$ cat config.mk
export PLATFORM = sky130hd
export DESIGN_NAME = mod_addrk_stage_flat
export DESIGN_NICKNAME = d
export VERILOG_FILES = /design/src/rtl/aes_pkg.sv /design/src/rtl/mod_addrk_stage_if.sv /design/src/rtl/mod_key_asm.sv /design/src/rtl/mod_addrk_stage.sv /design/src/flat_wrapper.sv
export SDC_FILE = /design/constraint.sdc
export NUM_CORES = 1
export LEC_CHECK = 0
export BUFFER_PORTS_ARGS = -buffer_cell sky130_fd_sc_hd__clkbuf_2
export CORE_ASPECT_RATIO = 1.75
export CORE_MARGIN = 2
export CORE_UTILIZATION = 38
export CTS_BUF_LIST = sky130_fd_sc_hd__clkbuf_16
export DETAILED_ROUTE_END_ITERATION = 8
export PLACE_DENSITY = 0.71
export SYNTH_ARGS = -nofsm -noshare
export SYNTH_HDL_FRONTEND = slang
export SYNTH_HIERARCHICAL = 1
export SYNTH_SLANG_ARGS = --single-unit
$ cat constraint.sdc
create_clock -name clk -period 3.2 [get_ports clk]
set_input_delay 0.32 -clock clk [delete_from_list [all_inputs] [get_ports clk]]
set_output_delay 0.32 -clock clk [all_outputs]
set_load 0.05 [all_outputs]
$ cat src/rtl/aes_pkg.sv
// Shared AES-256 datapath types and constants.
package aes_pkg;
  localparam int NB_STATE  = 16;
  localparam int NR_AES256 = 14;

  typedef logic [NB_STATE-1:0][7:0] state_t;
  typedef logic [31:0]              word_t;

  typedef enum logic [1:0] {S_KEY, S_STATE, S_OUT} addrk_st_e;
endpackage

$ cat src/rtl/mod_addrk_stage_if.sv
// Key, state and result channels of the AddRoundKey stage.
interface mod_addrk_stage_if import aes_pkg::*; #(
  parameter int N  = NB_STATE,
  parameter int KW = N * 8 / 4
);
  logic [KW-1:0]     inp_key_word;
  logic              inp_key_valid;
  logic              outp_key_ready;
  logic [N-1:0][7:0] inp_state;
  logic              inp_state_valid;
  logic              outp_state_ready;
  logic [N-1:0][7:0] outp_state;
  logic              outp_valid;
  logic              inp_ready;
  logic [3:0]        outp_round;
  logic              outp_last;

  modport slave (
    input  inp_key_word, inp_key_valid, inp_state, inp_state_valid, inp_ready,
    output outp_key_ready, outp_state_ready, outp_state, outp_valid, outp_round, outp_last
  );

  modport master (
    output inp_key_word, inp_key_valid, inp_state, inp_state_valid, inp_ready,
    input  outp_key_ready, outp_state_ready, outp_state, outp_valid, outp_round, outp_last
  );
endinterface

$ cat src/rtl/mod_key_asm.sv
// Round-key assembler: packs four key words into a 16-byte key, first byte from the word MSB.
module mod_key_asm import aes_pkg::*; #(
  parameter int N  = NB_STATE,
  parameter int KW = N * 8 / 4
) (
  input  logic              clk,
  input  logic              resetn,
  input  logic              clr,
  input  logic              we,
  input  logic [KW-1:0]     word,
  output logic [N-1:0][7:0] key,
  output logic              full
);
  localparam int WB = KW / 8;
  localparam int BW = $clog2(WB);
  localparam int IW = $clog2(N);

  logic [BW-1:0]      wcnt;
  logic [WB-1:0][7:0] wbytes;

  assign wbytes = word;
  assign full   = we && (wcnt == BW'(WB - 1));

  always_ff @(posedge clk or negedge resetn) begin
    if (!resetn) begin
      wcnt <= '0;
      key  <= '0;
    end else if (clr) begin
      wcnt <= '0;
    end else if (we) begin
      wcnt <= wcnt + BW'(1);
      for (int unsigned j = 0; j < WB; j++)
        key[IW'(WB * int'(wcnt) + int'(j))] <= wbytes[BW'(WB - 1 - int'(j))];
    end
  end
endmodule

$ cat src/rtl/mod_addrk_stage.sv
// AddRoundKey stage: collect a round key, XOR it into the state, hand result downstream.
module mod_addrk_stage import aes_pkg::*; #(
  parameter int N  = NB_STATE,
  parameter int NR = NR_AES256,
  parameter int KW = N * 8 / 4
) (
  input  logic               clk,
  input  logic               resetn,
  input  logic               start,
  mod_addrk_stage_if.slave   bus
);
  localparam logic [3:0] LAST = 4'(NR);

  addrk_st_e         st, nxt;
  logic [N-1:0][7:0] key, state_q;
  logic [3:0]        rcnt, round_q;
  logic              valid_q, last_q;
  logic              key_rdy, st_rdy;
  logic              kwe, kfull, st_hs, out_hs;

  // start overrides every handshake in its cycle
  assign kwe    = key_rdy && bus.inp_key_valid && !start;
  assign st_hs  = st_rdy && bus.inp_state_valid && !start;
  assign out_hs = (st == S_OUT) && bus.inp_ready && !start;

  mod_key_asm #(.N(N), .KW(KW)) u_key_asm (
    .clk    (clk),
    .resetn (resetn),
    .clr    (start),
    .we     (kwe),
    .word   (bus.inp_key_word),
    .key    (key),
    .full   (kfull)
  );

  always_ff @(posedge clk or negedge resetn) begin
    if (!resetn) st <= S_KEY;
    else         st <= nxt;
  end

  always_comb begin
    nxt     = st;
    key_rdy = 1'b0;
    st_rdy  = 1'b0;
    case (st)
      S_KEY: begin
        key_rdy = 1'b1;
        if (kfull) nxt = S_STATE;
      end
      S_STATE: begin
        st_rdy = 1'b1;
        if (st_hs) nxt = S_OUT;
      end
      S_OUT:   if (out_hs) nxt = S_KEY;
      default: nxt = S_KEY;
    endcase
    if (start) nxt = S_KEY;
  end

  always_ff @(posedge clk or negedge resetn) begin
    if (!resetn) begin
      state_q <= '0;
      round_q <= '0;
      rcnt    <= '0;
      valid_q <= 1'b0;
      last_q  <= 1'b0;
    end else if (start) begin
      rcnt    <= '0;
      valid_q <= 1'b0;
      last_q  <= 1'b0;
    end else begin
      if (st_hs) begin
        state_q <= bus.inp_state ^ key;
        round_q <= rcnt;
        last_q  <= (rcnt == LAST);
        valid_q <= 1'b1;
      end
      if (out_hs) begin
        valid_q <= 1'b0;
        rcnt    <= (rcnt == LAST) ? '0 : rcnt + 4'd1;
      end
    end
  end

  assign bus.outp_key_ready   = key_rdy;
  assign bus.outp_state_ready = st_rdy;
  assign bus.outp_state       = state_q;
  assign bus.outp_valid       = valid_q;
  assign bus.outp_round       = round_q;
  assign bus.outp_last        = last_q;
endmodule

$ cat src/flat_wrapper.sv
// flat-port wrapper written by rule: the top's interface ports become plain ports
module mod_addrk_stage_flat import aes_pkg::*;
#(
  parameter int N  = NB_STATE,
  parameter int NR = NR_AES256,
  parameter int KW = N * 8 / 4
)
  (clk, resetn, start, bus_inp_key_word, bus_inp_key_valid, bus_inp_state, bus_inp_state_valid, bus_inp_ready, bus_outp_key_ready, bus_outp_state_ready, bus_outp_state, bus_outp_valid, bus_outp_round, bus_outp_last);
  mod_addrk_stage_if #(.N(N), .KW(KW)) bus_i ();
  input  logic clk;
  input  logic resetn;
  input  logic start;
  input wire logic [$bits(bus_i.inp_key_word)-1:0] bus_inp_key_word;
  input wire logic [$bits(bus_i.inp_key_valid)-1:0] bus_inp_key_valid;
  input wire logic [$bits(bus_i.inp_state)-1:0] bus_inp_state;
  input wire logic [$bits(bus_i.inp_state_valid)-1:0] bus_inp_state_valid;
  input wire logic [$bits(bus_i.inp_ready)-1:0] bus_inp_ready;
  output wire logic [$bits(bus_i.outp_key_ready)-1:0] bus_outp_key_ready;
  output wire logic [$bits(bus_i.outp_state_ready)-1:0] bus_outp_state_ready;
  output wire logic [$bits(bus_i.outp_state)-1:0] bus_outp_state;
  output wire logic [$bits(bus_i.outp_valid)-1:0] bus_outp_valid;
  output wire logic [$bits(bus_i.outp_round)-1:0] bus_outp_round;
  output wire logic [$bits(bus_i.outp_last)-1:0] bus_outp_last;
  assign bus_i.inp_key_word = bus_inp_key_word;
  assign bus_i.inp_key_valid = bus_inp_key_valid;
  assign bus_i.inp_state = bus_inp_state;
  assign bus_i.inp_state_valid = bus_inp_state_valid;
  assign bus_i.inp_ready = bus_inp_ready;
  assign bus_outp_key_ready = bus_i.outp_key_ready;
  assign bus_outp_state_ready = bus_i.outp_state_ready;
  assign bus_outp_state = bus_i.outp_state;
  assign bus_outp_valid = bus_i.outp_valid;
  assign bus_outp_round = bus_i.outp_round;
  assign bus_outp_last = bus_i.outp_last;
  mod_addrk_stage #(.N(N), .NR(NR), .KW(KW)) u_core (.clk(clk), .resetn(resetn), .start(start), .bus(bus_i));
endmodule
Yosys cells after proc, flatten, opt, wreduce, memory -nomap -nowiden
Cells that the tools add are included.

Register bits: 270. Bits in latches: 0. Memory bits (writable): 0. Bits in read-only memories: 0. Bits of input ports: 166. Output and inout bits: 136. Word-level logic and storage cells: 109. Memories: 0.

Add/sub/neg operators: 5. Multiply operators: 0. Divide/modulo/power cells: 0. Magnitude comparators: 8. Eq/ne operators: 7. Shift operators: 0. Multiplexer cells: 29. Bitwise gates (word level): 2. Reduce and logical (&&, ||, !) cells: 20.

Operators by type and width (number): $bwmux W128 (4); $xor A128 B128 Y128 (1); $demux W8 S4 (3); $mux W8 (4); $lt A4 B6 Y1 const B (4); $demux W8 S2 (1); $ge A4 B1 Y1 const B (4); $mux W2 (6); $mux W4 (3); $logic_and A1 B1 Y1 (11); $ne A3 B2 Y1 const B (3); $add A4 B1 Y4 const B (2); $add A4 B2 Y4 const B (2); $mux W1 (7); $pmux W2 S3 (1); $reduce_bool A2 Y1 (3); $eq A2 B2 Y1 const B (2); $eq A4 B4 Y1 const B (1); $reduce_and A2 Y1 (2); $reduce_and A3 Y1 (1); $reduce_bool A3 Y1 (1); $add A2 B1 Y2 const B (1); $eq A2 B1 Y1 const B (1); $logic_not A2 Y1 (1); other kinds (2) (2).

Depth between registers and ports, before layout
Gate-level depths: netlist of the first run.

Depth in word-level cells: 8. Mapped depth: 7. Mapped depth without buffers: 5.

Hierarchy
Netlist of the first run, hierarchy kept.

By module, submodules not included: mod_addrk_stage (instances 1, cells each 597, area an instance 6570.1 µm², sequential area each 3503.4 µm²); mod_key_asm (instances 1, cells each 217, area an instance 3159.3 µm², sequential area each 1651.6 µm²).

Worst setup path after synthesis of the first run
No wires, ideal clock.

Kind: reg2reg. Start point: reg u_core.st[1]. End point: reg u_core/u_key_asm/key[113] (netlist bit). Library setup time: 0.125 ns. Arrival time: 1.756 ns. Data required time: 3.075 ns. Setup slack: 1.319 ns. Stages on the path, launching flop included: 8. Buffers on the path: 4. Clock period less this slack: 1.881 ns. Cells stage by stage: dfrtp_1 -> buf_2 -> nor4b_1 -> buf_6 -> and4bb_1 -> buf_6 -> buf_12 -> mux2_4.

Word-level cells in the longest chain between the ends: 5.

Ends and longest elaborated chain: start: declaration (line mod_addrk_stage.sv:14) `addrk_st_e st, nxt;`; start signal: assignment (line mod_addrk_stage.sv:38) `else st <= nxt;`; $logic_not A2 Y1 (line mod_addrk_stage.sv:45) `case (st)`; $mux W1 (line mod_addrk_stage.sv:45); $logic_and A1 B1 Y1 (2 in a row) (line mod_addrk_stage.sv:22) `assign kwe = key_rdy && bus.inp_key_valid && !start;`; named net u_core.kwe (line mod_addrk_stage.sv:19) `logic kwe, kfull, st_hs, out_hs;`; $reduce_and A2 Y1 (no line); end signal: indexed assignment (line mod_key_asm.sv:33) `key[IW'(WB * int'(wcnt) + int'(j))] <= wbytes[BW'(WB - 1 - int'(j))];`; end: declaration (line mod_key_asm.sv:11) `output logic [N-1:0][7:0] key,`.

The timed path passes the listed nets, and every way through them passes these cells. A chain may end at the register's enable or synchronous reset.

Final worst setup path of the first run
Start point: reg u_core.st[1]. End point: reg u_core/u_key_asm/key[124] (netlist bit).

Same word-level chain as after synthesis.

==> impl_results.md, run 1 <==
- Total die area: about 27000 µm²
- Skew-Pair Late Insertion Delay: around 0.5 ns
- H-tree depth: 1
- Die Y: between 200 and 250 µm
- Port buffer count: approximately 290
- Pwr Density: between 500 and 600 nW/µm²
- Final core occ: 46.6%
- Layout cells sized above 1: 42.4%
- Critical-path cell list: nor4b_1 -> buf_4 -> and4bb_1 -> buf_4 -> mux2_2
- Top delay family on crit path: simple AND/OR/NAND/NOR gates
- Routed met2 length: 12100 µm
- Synth Cell Area: roughly 10000 µm²
- Outcome: finished, final reports clean
- Top Metal Used: met4
- Total power: between 6 and 7 mW
- IO Count: 302
- Wire length on met1: between 8000 and 9000 µm
- Fillers: between 2000 and 2500
- Routed WL: approximately 22000 µm
- VDD IR max: roughly 0.4 mV
- WHS Endpoint: u_core/u_key_asm/key[55]
- Core box area: about 25000 µm²
- Min Hold Slack: 0.0869 ns
- Worst Tran Pin Value: between 0.6 and 0.7 ns
- WHS Path Cells: 2
- Distinct cells, synth: 33
- CP max-delay cell: dfrtp_1
- Arrival time worst endpoint: around 2.5 ns
- Post-synthesis xor/xnor area fraction: 11.6%
- Seq/Total Area, Yosys: approximately 53%
- Root buffer cell: clkbuf_16
- Post-DP HPWL: around 16000 µm
- Simple-Gate Fraction of Synth Area: approximately 7%
- Initial Util: 38.5%
- CTS tree: done
- Layout area overhead: 21.0%
- GPL Wtd Cong: 0.803
- Setup TNS: 0 ns
- Cts bufs inserted: 21
- Worst-path maximum fanout: 16
- Unrepaired setup endpoints after global routing: no
- Setup crit start kind: flip-flop
- Met3 routed WL: 1160 µm
- Initial antenna violation count: 2
- 1st-iter DRT viols: between 200 and 300
- Synth Area per Inst: 12.0 µm²
- Crit path kind: reg2reg
- Row cnt: 77
- Buffers and inverters on the worst path: 2
- Synth Area in Adders: less than 1%
- Hold Crit Start: bus_inp_key_word[15]
- Most frequent cell after synthesis: dfrtp_1
- First-pass GRT wire length: 35100 µm
- Max_slew headroom: a little over half
- Largest family of logic cells by synthesized area: XOR/XNOR gates
- Most common cell on crit path: buf_4
- Area of placed instances: approximately 11000 µm²
- Synth Flop Type: dfrtp_1
- Vias per cell: roughly 4.4
- Post-CTS Resized: 0
- Fmax: 0.478 GHz
- Ys Warns: 6
- Leakage: between 5 and 6 nW
- Num Clock Sinks: a little over 200
- Slowest stage delay, CP: 0.50 ns
- Grt ovf: 0
- EDFF count, synth: 0
- Minimum clock period: between 2 and 2.5 ns
- Commonest cells post-synth: dfrtp_1 (206), nor2_1 (133), xnor2_1 (129)
- FF-to-FF Start: u_core/st[1]
- HP Class: in2reg
- Synthesized flop and latch total: just over 200
- Drt drc: 0
- Avg WL per Cell: between 15 and 20 µm
- CP Data Required Time: around 3.6 ns
- R2R cell count: 5
- Async S/R FF share, synth: 100%
- Post-synth top area share: a little over half
- Post-synthesis instance total: around 810
- Synth top area cells: dfrtp_1 (53%), xnor2_1 (12%), a21oi_2 (6.5%), buf_4 (5.6%), mux2_2 (5.6%)
- Number of max-cap violations: 0
- Post-synthesis compound-gate area fraction: 9.97%
- Layout Nets: ~1300
- Routed Antenna Nets: 0
- Clk_skew: between 0.015 and 0.02 ns
- Design area: between 10000 and 15000 µm²
- Largest area contributor in the netlist: dfrtp_1
- R2r setup slk: 1.11 ns
- Slew Viols, Final: 0
- RR Endpoint: u_core/u_key_asm/key[124]
- Final setup vio count: 0
- DR vias: ~6300
- Post-synthesis mux area share: roughly 9.0%
- Tcrit/Tclk final: between 60% and 70%
- Clock Tree Buf Depth: 3
- All-Layer GR Usage: around 17%
- Die X: about 120 µm
- DR pass1 iterations: 4
- Hold Violations, Final: 0
- Largest net degree at the start of global routing: 135
- Worst-path clk slew: around 0.07 ns
- Vias in the first global route: approximately 6400
- Worst Setup End Kind: flip-flop
-- sequential cells by signal, summed over array words and instances, names as in the netlist --
register and count:
u_core/bus.outp_last 1, u_core/bus.outp_round 4, u_core/bus.outp_state 128, u_core/bus.outp_valid 1, u_core/rcnt 4, u_core/st 2, u_core/u_key_asm/key 64, u_core/u_key_asm/wcnt 2
-- worst max path at each step --
| stage | start | endpoint | slack [ns] | depth (start not counted) |
|---|---|---|---|---|
| 3_5_place_dp | start | u_core/u_key_asm/key[125] | 1.0 | 6 |
| 3_3_place_gp | start | u_core/u_key_asm/key[88] | 1.05 | 6 |
| 6_report | u_core/st[1] | u_core/u_key_asm/key[124] | 1.11 | 5 |
| 2_1_floorplan | u_core/st[1] | u_core/u_key_asm/key[113] | 1.32 | 7 |
| 4_1_cts | u_core/st[1] | u_core/u_key_asm/key[125] | 1.11 | 5 |
| 5_1_grt | u_core/st[1] | u_core/u_key_asm/key[112] | 0.94 | 5 |
-- cell usage in the layout, fill, tap and decap left out, drive strengths merged --
cell type	instances
dfrtp	206
nor3	1
nor2b	1
conb	64
diode	1
ha	6
nand2b	1
nor4bb	1
mux2	68
a2bb2oi	1
o21ai	2
or3b	2
nor2	133
mux2i	3
or3	3
nor4b	1
and3	1
buf	11
inv	9
a21oi	136
bufinv	3
nand4b	1
clkbuf	305
nand3b	4
clkinv	8
and2	1
nand2	3
xnor2	129
dlygate4sd3	1
and4bb	2
-- metrics by stage --
| stage | worst slack (ns) | cells |
|---|---|---|
| floorplan | 1.32 | 877 |
| global placement | 1.05 | 1385 |
| detailed placement | 0.997 | 1385 |
| CTS | 1.11 | 1423 |
| global route | 0.942 | 1424 |
| finish | 1.11 | 1424 |
-- what timing repair did --
action / 4_1_cts / 5_1_grt
buffers inserted: 0 / 0
hold endpoints to repair: 85 / 0
hold buffers: 1 / 0
endpoints found under the setup margin: 0 / 0
-- report_power, final --
group          leakage, nW  switching [mW]  internal [mW]
registers             2.81           0.133           2.79
logic                 2.68           0.463          0.413
clock network        0.349            1.02           1.43
-- metal layers --
layer	vias up	GRT usage [%]
met5	-	0
met4	0	7.07
met3	43	2.97
met2	181	30.9
met1	2927	18.2
li1	3114	-
-- logic make-up (layout without fill, tap and decap cells) --
group	Yosys count	after routing
multiplexers	71	71
AO/OA/AOI/OAI	139	139
AND/OR/NAND/NOR	155	155
buffers and inverters	107	337
adder cells (fa/ha/maj)	6	6
other	1	65
flip-flops	206	206
XOR/XNOR	129	129
-- final cells by class --
cell class	instances	area [µm²]	area share, %
inverters	4	15.0	0.128
clock inverters	16	149	1.27
flip-flops and latches	206	5150	43.8
multi-input cells	564	3970	33.7
repair buffers	296	1560	13.2
clock buffers	21	526	4.46
well taps	316	395	3.36
diodes	1	2.50	0.0213
-- worst register-to-register path: cells and delay by family, from the launching register on --
| kind | cells | cell delay, ns |
|---|---|---|
| and+or+nand+nor | 2 | 0.57 |
| buffers and inverters | 2 | 0.51 |
| DFF | 1 | 0.50 |
| muxes | 1 | 0.40 |
Note: power is estimated with default switching activity, not from simulation.
==> inputs of run 2 (changes only) <==
- clock period: 3.2 -> 2.1 ns (I/O delays scaled with it)
==> run 2 against run 1 <==
Compared with the run above: utilization up 4.0 points; register-to-register slack worse by 0.82 ns; global-route usage up 1.4 points; largest cell class unchanged; highest routed layer unchanged.
==> impl_results.md, run 2 (synthesis results as in run 1) <==
- Diodes inserted: 0 (was 1)
- Total power: 9.71 mW (was 6.26 mW)
- Root buffer cell: clkbuf_16 (unchanged)
- GPL Wtd Cong: 0.797 (was 0.803)
- Skew-Pair Late Insertion Delay: 0.51 ns (about the same)
- Routed WL: 24000 µm (was 22200 µm)
- Switching share of total power: 26.1% (was 25.9%)
- Hold Violations, Final: 0 (unchanged)
- Setup TNS: 0 ns (unchanged)
- 1st-iter DRT viols: 298 (was 265)
- Setup Buffers After CTS: 0 (unchanged)
- WHS Endpoint: u_core/bus.outp_state[51] (was u_core/u_key_asm/key[55])
- Area of placed instances: 11300 µm² (was 11100 µm²)
- First-pass GRT wire length: 38500 µm (was 35100 µm)
- CTS tree: done (unchanged)
- DR pass1 iterations: 4 (unchanged)
- Die X: 125 µm (unchanged)
- Vias in the first global route: 7195 (was 6409)
- Routed Antenna Nets: 0 (unchanged)
- Layout area overhead: 31.4% (was 21.0%)
- Tcrit/Tclk final: 86.3% (was 65.4%)
- Minimum clock period: 1.81 ns (was 2.09 ns)
- Min Hold Slack: 0.0139 ns (was 0.0869 ns)
- Core box area: 25200 µm² (unchanged)
- Crit path kind: reg2reg (unchanged)
- R2R cell count: 5 (unchanged)
- Clk_skew: 0.0143 ns (was 0.0170 ns)
- Largest register FFs: 128 (unchanged)
- Initial antenna violation count: 0 (was 2)
- Fmax: 0.552 GHz (was 0.478 GHz)
- Setup crit start kind: flip-flop (unchanged)
- Die Y: 216 µm (unchanged)
- CP Data Required Time: 2.49 ns (was 3.59 ns)
- Row cnt: 77 (unchanged)
- Worst-path clk slew: 0.06 ns (was 0.07 ns)
- Design area: 12800 µm² (was 11800 µm²)
- CTS Hold Bufs: 83 (was 1)
- Arrival time worst endpoint: 2.21 ns (was 2.48 ns)
- Cts bufs inserted: 21 (unchanged)
- WHS Path Cells: 3 (was 2)
- Slew Viols, Final: 0 (unchanged)
- Initial Util: 38.5% (unchanged)
- Fillers: 2226 (was 2373)
- VDD IR max: 0.509 mV (was 0.399 mV)
- Drt drc: 0 (unchanged)
- HP Class: in2reg (unchanged)
- Layout cells sized above 1: 40.2% (was 42.4%)
- Vias per cell: 4.47 (was 4.40)
- Total die area: 26900 µm² (unchanged)
- Port buffer count: 285 (unchanged)
- Worst Setup End Kind: flip-flop (unchanged)
- Leakage: 6.28 nW (was 5.84 nW)
- Most common cell after layout, fill and taps aside: clkbuf_2 (unchanged)
- Unrepaired setup endpoints after global routing: no (unchanged)
- Num Clock Sinks: 206 (unchanged)
- Internal cell power: 7.18 mW (was 4.64 mW)
- FF-to-FF Start: u_core/st[1] (unchanged)
- DR vias: 6794 (was 6265)
- Avg WL per Cell: 15.8 µm (was 15.6 µm)
- Final setup vio count: 0 (unchanged)
- Largest net degree at the start of global routing: 65 (was 135)
- Grt ovf: 0 (unchanged)
- Number of max-cap violations: 0 (unchanged)
- Final core occ: 50.6% (was 46.6%)
- Post-DP HPWL: 17000 µm (was 16200 µm)
- Hold Crit Start: bus_inp_state[51] (was bus_inp_key_word[15])
- Outcome: finished, final reports clean (unchanged)
- All-Layer GR Usage: 17.9% (was 16.5%)
- Post-CTS Resized: 0 (unchanged)
- Most frequent cells in the layout: clkbuf_2 (284), dfrtp_1 (206), nor2_1 (133) (unchanged)
- RR Endpoint: u_core/u_key_asm/key[119] (was u_core/u_key_asm/key[124])
- Layout Nets: 1362 (was 1265)
- Clock Tree Buf Depth: 3 (unchanged)
- Pwr Density: 760 nW/µm² (was 532 nW/µm²)
- Comb pwr share: 15.3% (was 14.0%)
- Power share of the clock group: 38.8% (was 39.3%)
- IO Count: 302 (unchanged)
- Sw Pwr: 2.53 mW (was 1.62 mW)
- Worst-path maximum fanout: 16 (unchanged)
- R2r setup slk: 0.29 ns (was 1.11 ns)
- Part of the power in registers: 45.9% (was 46.7%)
- H-tree depth: 1 (unchanged)
-- run 2: cell types whose count changed in the layout (fill, tap and decap cells not counted), sizes merged --
cell	delta
buf	+15
clkinv	-1
diode	-1
dlygate4sd3	+82
inv	+1
-- run 2: area by class of cell --
cell class / count / area (µm²) / share of cell area (%)
flip-flops and latches: 206 / 5150 / 40.3
inverters: 4 / 15.0 / 0.117
repair buffers: 393 / 2570 / 20.1
clock buffers: 21 / 526 / 4.11
multi-input cells: 564 / 3970 / 31.1
clock inverters: 16 / 153 / 1.19
well taps: 316 / 395 / 3.09
-- run 2: per-stage QoR --
step           worst slack (ns)  cells
6_report                  0.287   1520
5_1_grt                   0.141   1520
4_1_cts                   0.279   1520
3_5_place_dp              0.298   1400
3_3_place_gp              0.313   1400
2_1_floorplan             0.219    877
-- run 2: power by group through the flow --
stage	Sequential (mW)	Clock, mW	Combinational, mW
2_1_floorplan	4.69	0	0.801
3_3_place_gp	4.51	0	1.33
3_5_place_dp	4.53	0	1.37
4_1_cts	4.45	3.89	1.50
5_1_grt	4.49	4.05	1.62
6_report	4.45	3.77	1.49
-- run 2: worst max-delay path by stage --
stage / from / to / slack, ns
2_1_floorplan: u_core/st[1] / u_core/u_key_asm/key[113] / 0.22
3_3_place_gp: u_core/st[1] / u_core/u_key_asm/key[88] / 0.31
3_5_place_dp: u_core/st[1] / u_core/u_key_asm/key[119] / 0.30
4_1_cts: u_core/st[1] / u_core/u_key_asm/key[119] / 0.28
5_1_grt: u_core/st[1] / u_core/u_key_asm/key[112] / 0.14
6_report: u_core/st[1] / u_core/u_key_asm/key[119] / 0.29
-- run 2: worst max-delay path: stages (launching register included) --
cell and delay (ns):
dfrtp_1 0.38, nor4b_1 0.29, buf_4 0.22, and4bb_1 0.27, buf_12 0.19, mux2_2 0.35
-- run 2: metal layers --
metal | up-vias | routed length (µm) | GRT usage, %
li1 | 3293 | - | -
met1 | 3238 | 9030 | 20.0
met2 | 198 | 12800 | 33.0
met3 | 65 | 1110 | 3.00
met4 | 0 | 1110 | 8.48
met5 | - | 0 | 0
==> inputs of run 3 (changes only) <==
==> constraint.sdc (replaced) <==
create_clock -name clk -period 2 [get_ports clk]
set_input_delay 0 -clock clk [delete_from_list [all_inputs] [get_ports clk]]
set_output_delay 0 -clock clk [all_outputs]
set_load 0.05 [all_outputs]
==> run 3 against run 2 <==
Compared with the run above: count of clock-buffer cells in the layout unchanged; sequential cell count stayed put; largest power group unchanged; via count rose by 6.5%; first-iteration DRC count fell by 36%; clock power is 2% higher; die area unchanged; largest cell class unchanged; clock skew is 0.0028 ns higher; combinational power rose by 12%; cell count grew 4.6%.
==> impl_results.md, run 3 (synthesis results as in run 1) <==
- VDD IR max: 0.541 mV (was 0.509 mV)
- Pwr Density: 758 nW/µm² (was 760 nW/µm²)
- Row cnt: 77 (unchanged)
- CP Data Required Time: 2.42 ns (was 2.49 ns)
- Grt ovf: 0 (unchanged)
- Hold Violations, Final: 0 (unchanged)
- Port buffer count: 285 (unchanged)
- Vias per cell: 4.55 (was 4.47)
- Drt drc: 0 (unchanged)
- H-tree depth: 1 (unchanged)
- Initial Util: 38.5% (unchanged)
- Worst-path maximum fanout: 40 (was 16)
- Slew Viols, Final: 0 (unchanged)
- Critical-path cell list: buf_4 -> nor4bb_4 -> buf_12 -> buf_12 -> nor2_1 -> a21oi_1 (was nor4b_1 -> buf_4 -> and4bb_1 -> buf_12 -> mux2_2)
- Final core occ: 53.4% (was 50.6%)
- Initial antenna violation count: 2 (was 0)
- GPL Wtd Cong: 0.803 (was 0.797)
- Reg area: 5150 µm² (unchanged)
- Post-CTS Resized: 0 (unchanged)
- Routed WL: 25400 µm (was 24000 µm)
- Die Y: 216 µm (unchanged)
- Outcome: finished, final reports clean (unchanged)
- Unrepaired setup endpoints after global routing: no (unchanged)
- HP Class: in2async (was in2reg)
- Arrival time worst endpoint: 2.21 ns (about the same)
- Tcrit/Tclk final: 89.6% (was 86.3%)
- CP max-delay cell: nor4bb_4 (was dfrtp_1)
- Skew-Pair Late Insertion Delay: 0.51 ns (about the same)
- 1st-iter DRT viols: 190 (was 298)
- All-Layer GR Usage: 18.8% (was 17.9%)
- Post-DP HPWL: 17000 µm (about the same)
- Avg WL per Cell: 16.0 µm (was 15.8 µm)
- Crit path kind: reg2reg (unchanged)
- Layout cells sized above 1: 38.2% (was 40.2%)
- CTS tree: done (unchanged)
- Total die area: 26900 µm² (unchanged)
- Fmax: 0.558 GHz (was 0.552 GHz)
- Worst Setup End Kind: flip-flop (unchanged)
- DR pass1 iterations: 4 (unchanged)
- Fillers: 2111 (was 2226)
- Num Clock Sinks: 206 (unchanged)
- Setup TNS: 0 ns (unchanged)
- Leakage: 6.56 nW (was 6.28 nW)
- Routed Antenna Nets: 0 (unchanged)
- Final setup vio count: 0 (unchanged)
- Die X: 125 µm (unchanged)
- Clock Tree Buf Depth: 3 (unchanged)
- Slowest stage delay, CP: 0.41 ns (was 0.38 ns)
- Layout area overhead: 38.6% (was 31.4%)
- Layout Nets: 1429 (was 1362)
- Most common cell on crit path: buf_12
- Area occupied by multi-input gates: 3970 µm² (unchanged)
- Setup crit start kind: flip-flop (unchanged)
- Worst-path clk slew: 0.06 ns (about the same)
- Largest net degree at the start of global routing: 59 (was 65)
- Clk_skew: 0.0171 ns (was 0.0143 ns)
- Setup Buffers After CTS: 0 (unchanged)
- Minimum clock period: 1.79 ns (was 1.81 ns)
- Most common cell after layout, fill and taps aside: clkbuf_2 (unchanged)
- Root buffer cell: clkbuf_16 (unchanged)
- Largest register FFs: 128 (unchanged)
- Most frequent cells in the layout: clkbuf_2 (284), dfrtp_1 (206), dlygate4sd3_1 (149) (was clkbuf_2 (284), dfrtp_1 (206), nor2_1 (133))
- First-pass GRT wire length: 40400 µm (was 38500 µm)
- Cts bufs inserted: 21 (unchanged)
- DR vias: 7234 (was 6794)
- IO Count: 302 (unchanged)
- Number of max-cap violations: 0 (unchanged)
- Core box area: 25200 µm² (unchanged)
- Vias in the first global route: 7681 (was 7195)
==> run 3: changes by cell type in the layout (fill, tap and decap cells not counted), sizes merged <==
| cell | delta |
|---|---|
| bufinv | -1 |
| clkinv | +5 |
| inv | -3 |
| dlygate4sd3 | +66 |
| diode | +2 |
| buf | +1 |
==> run 3: worst max-delay path: cells and delay by family, from the launching register on <==
family / cells / cell delay [ns]
compound gates: 1 / 0.16
flops: 1 / 0.38
simple gates: 2 / 0.49
buf+inv: 3 / 0.66
==> run 3: what timing repair did <==
item	4_1_cts	5_1_grt
hold buffers	149	0
hold endpoints to repair	408	0
setup endpoints to repair	0	0
==> run 3: power by group <==
part           leakage, nW  switching [mW]  internal [mW]  total (mW)
clock network        0.336            1.68           2.18        3.86
registers             2.81           0.226           4.46        4.69
logic                 3.41           0.817          0.858        1.67
total                 6.56            2.72           7.50        10.2
==> run 3: stage by stage <==
stage	hold slack, ns	power [mW]	setup WS (ns)	area [µm²]	instances
floorplan	-0.296	5.76	0.119	9970	877
global placement	-0.0187	6.15	0.200	11300	1401
detailed placement	-0.0233	6.20	0.215	11300	1401
CTS	0.0309	10.4	0.209	13500	1588
global route	0.0750	10.7	0.0515	13500	1590
finish	0.0316	10.2	0.208	13500	1590
==> run 3: final timing paths <==
| kind | start | endpoint | slack, ns | cells past startpoint |
|---|---|---|---|---|
| setup / recovery | u_core/st[1] | u_core/bus.outp_state[5] | 0.21 | 6 |
| hold / removal | resetn | u_core/rcnt[0] | 0.03 | 2 |
| setup reg to reg | u_core/st[1] | u_core/bus.outp_state[5] | 0.21 | 6 |
| hold reg to reg | u_core/bus.outp_state[115] | u_core/bus.outp_state[115] | 0.51 | 2 |
| max in group asynchronous | resetn | u_core/bus.outp_state[32] | 1.28 | 3 |
| min in group clk | bus_inp_key_valid | u_core/u_key_asm/wcnt[0] | 0.08 | 5 |
==> run 3: cell type report <==
class	instances	share of cell area [%]
antenna	2	0.0371
timing repair buffer	460	24.4
sequential	206	38.2
inverter	4	0.111
clock buffer	21	3.90
tap	316	2.93
clock inverter	17	1.01
multi-input combinational	564	29.4
==> run 3: routing by layer <==
layer | wire (µm) | vias up | track usage [%]
met5 | 0 | - | 0
met3 | 1010 | 94 | 2.58
li1 | - | 3443 | -
met1 | 9340 | 3461 | 20.5
met2 | 13400 | 236 | 34.3
met4 | 1620 | 0 | 11.1
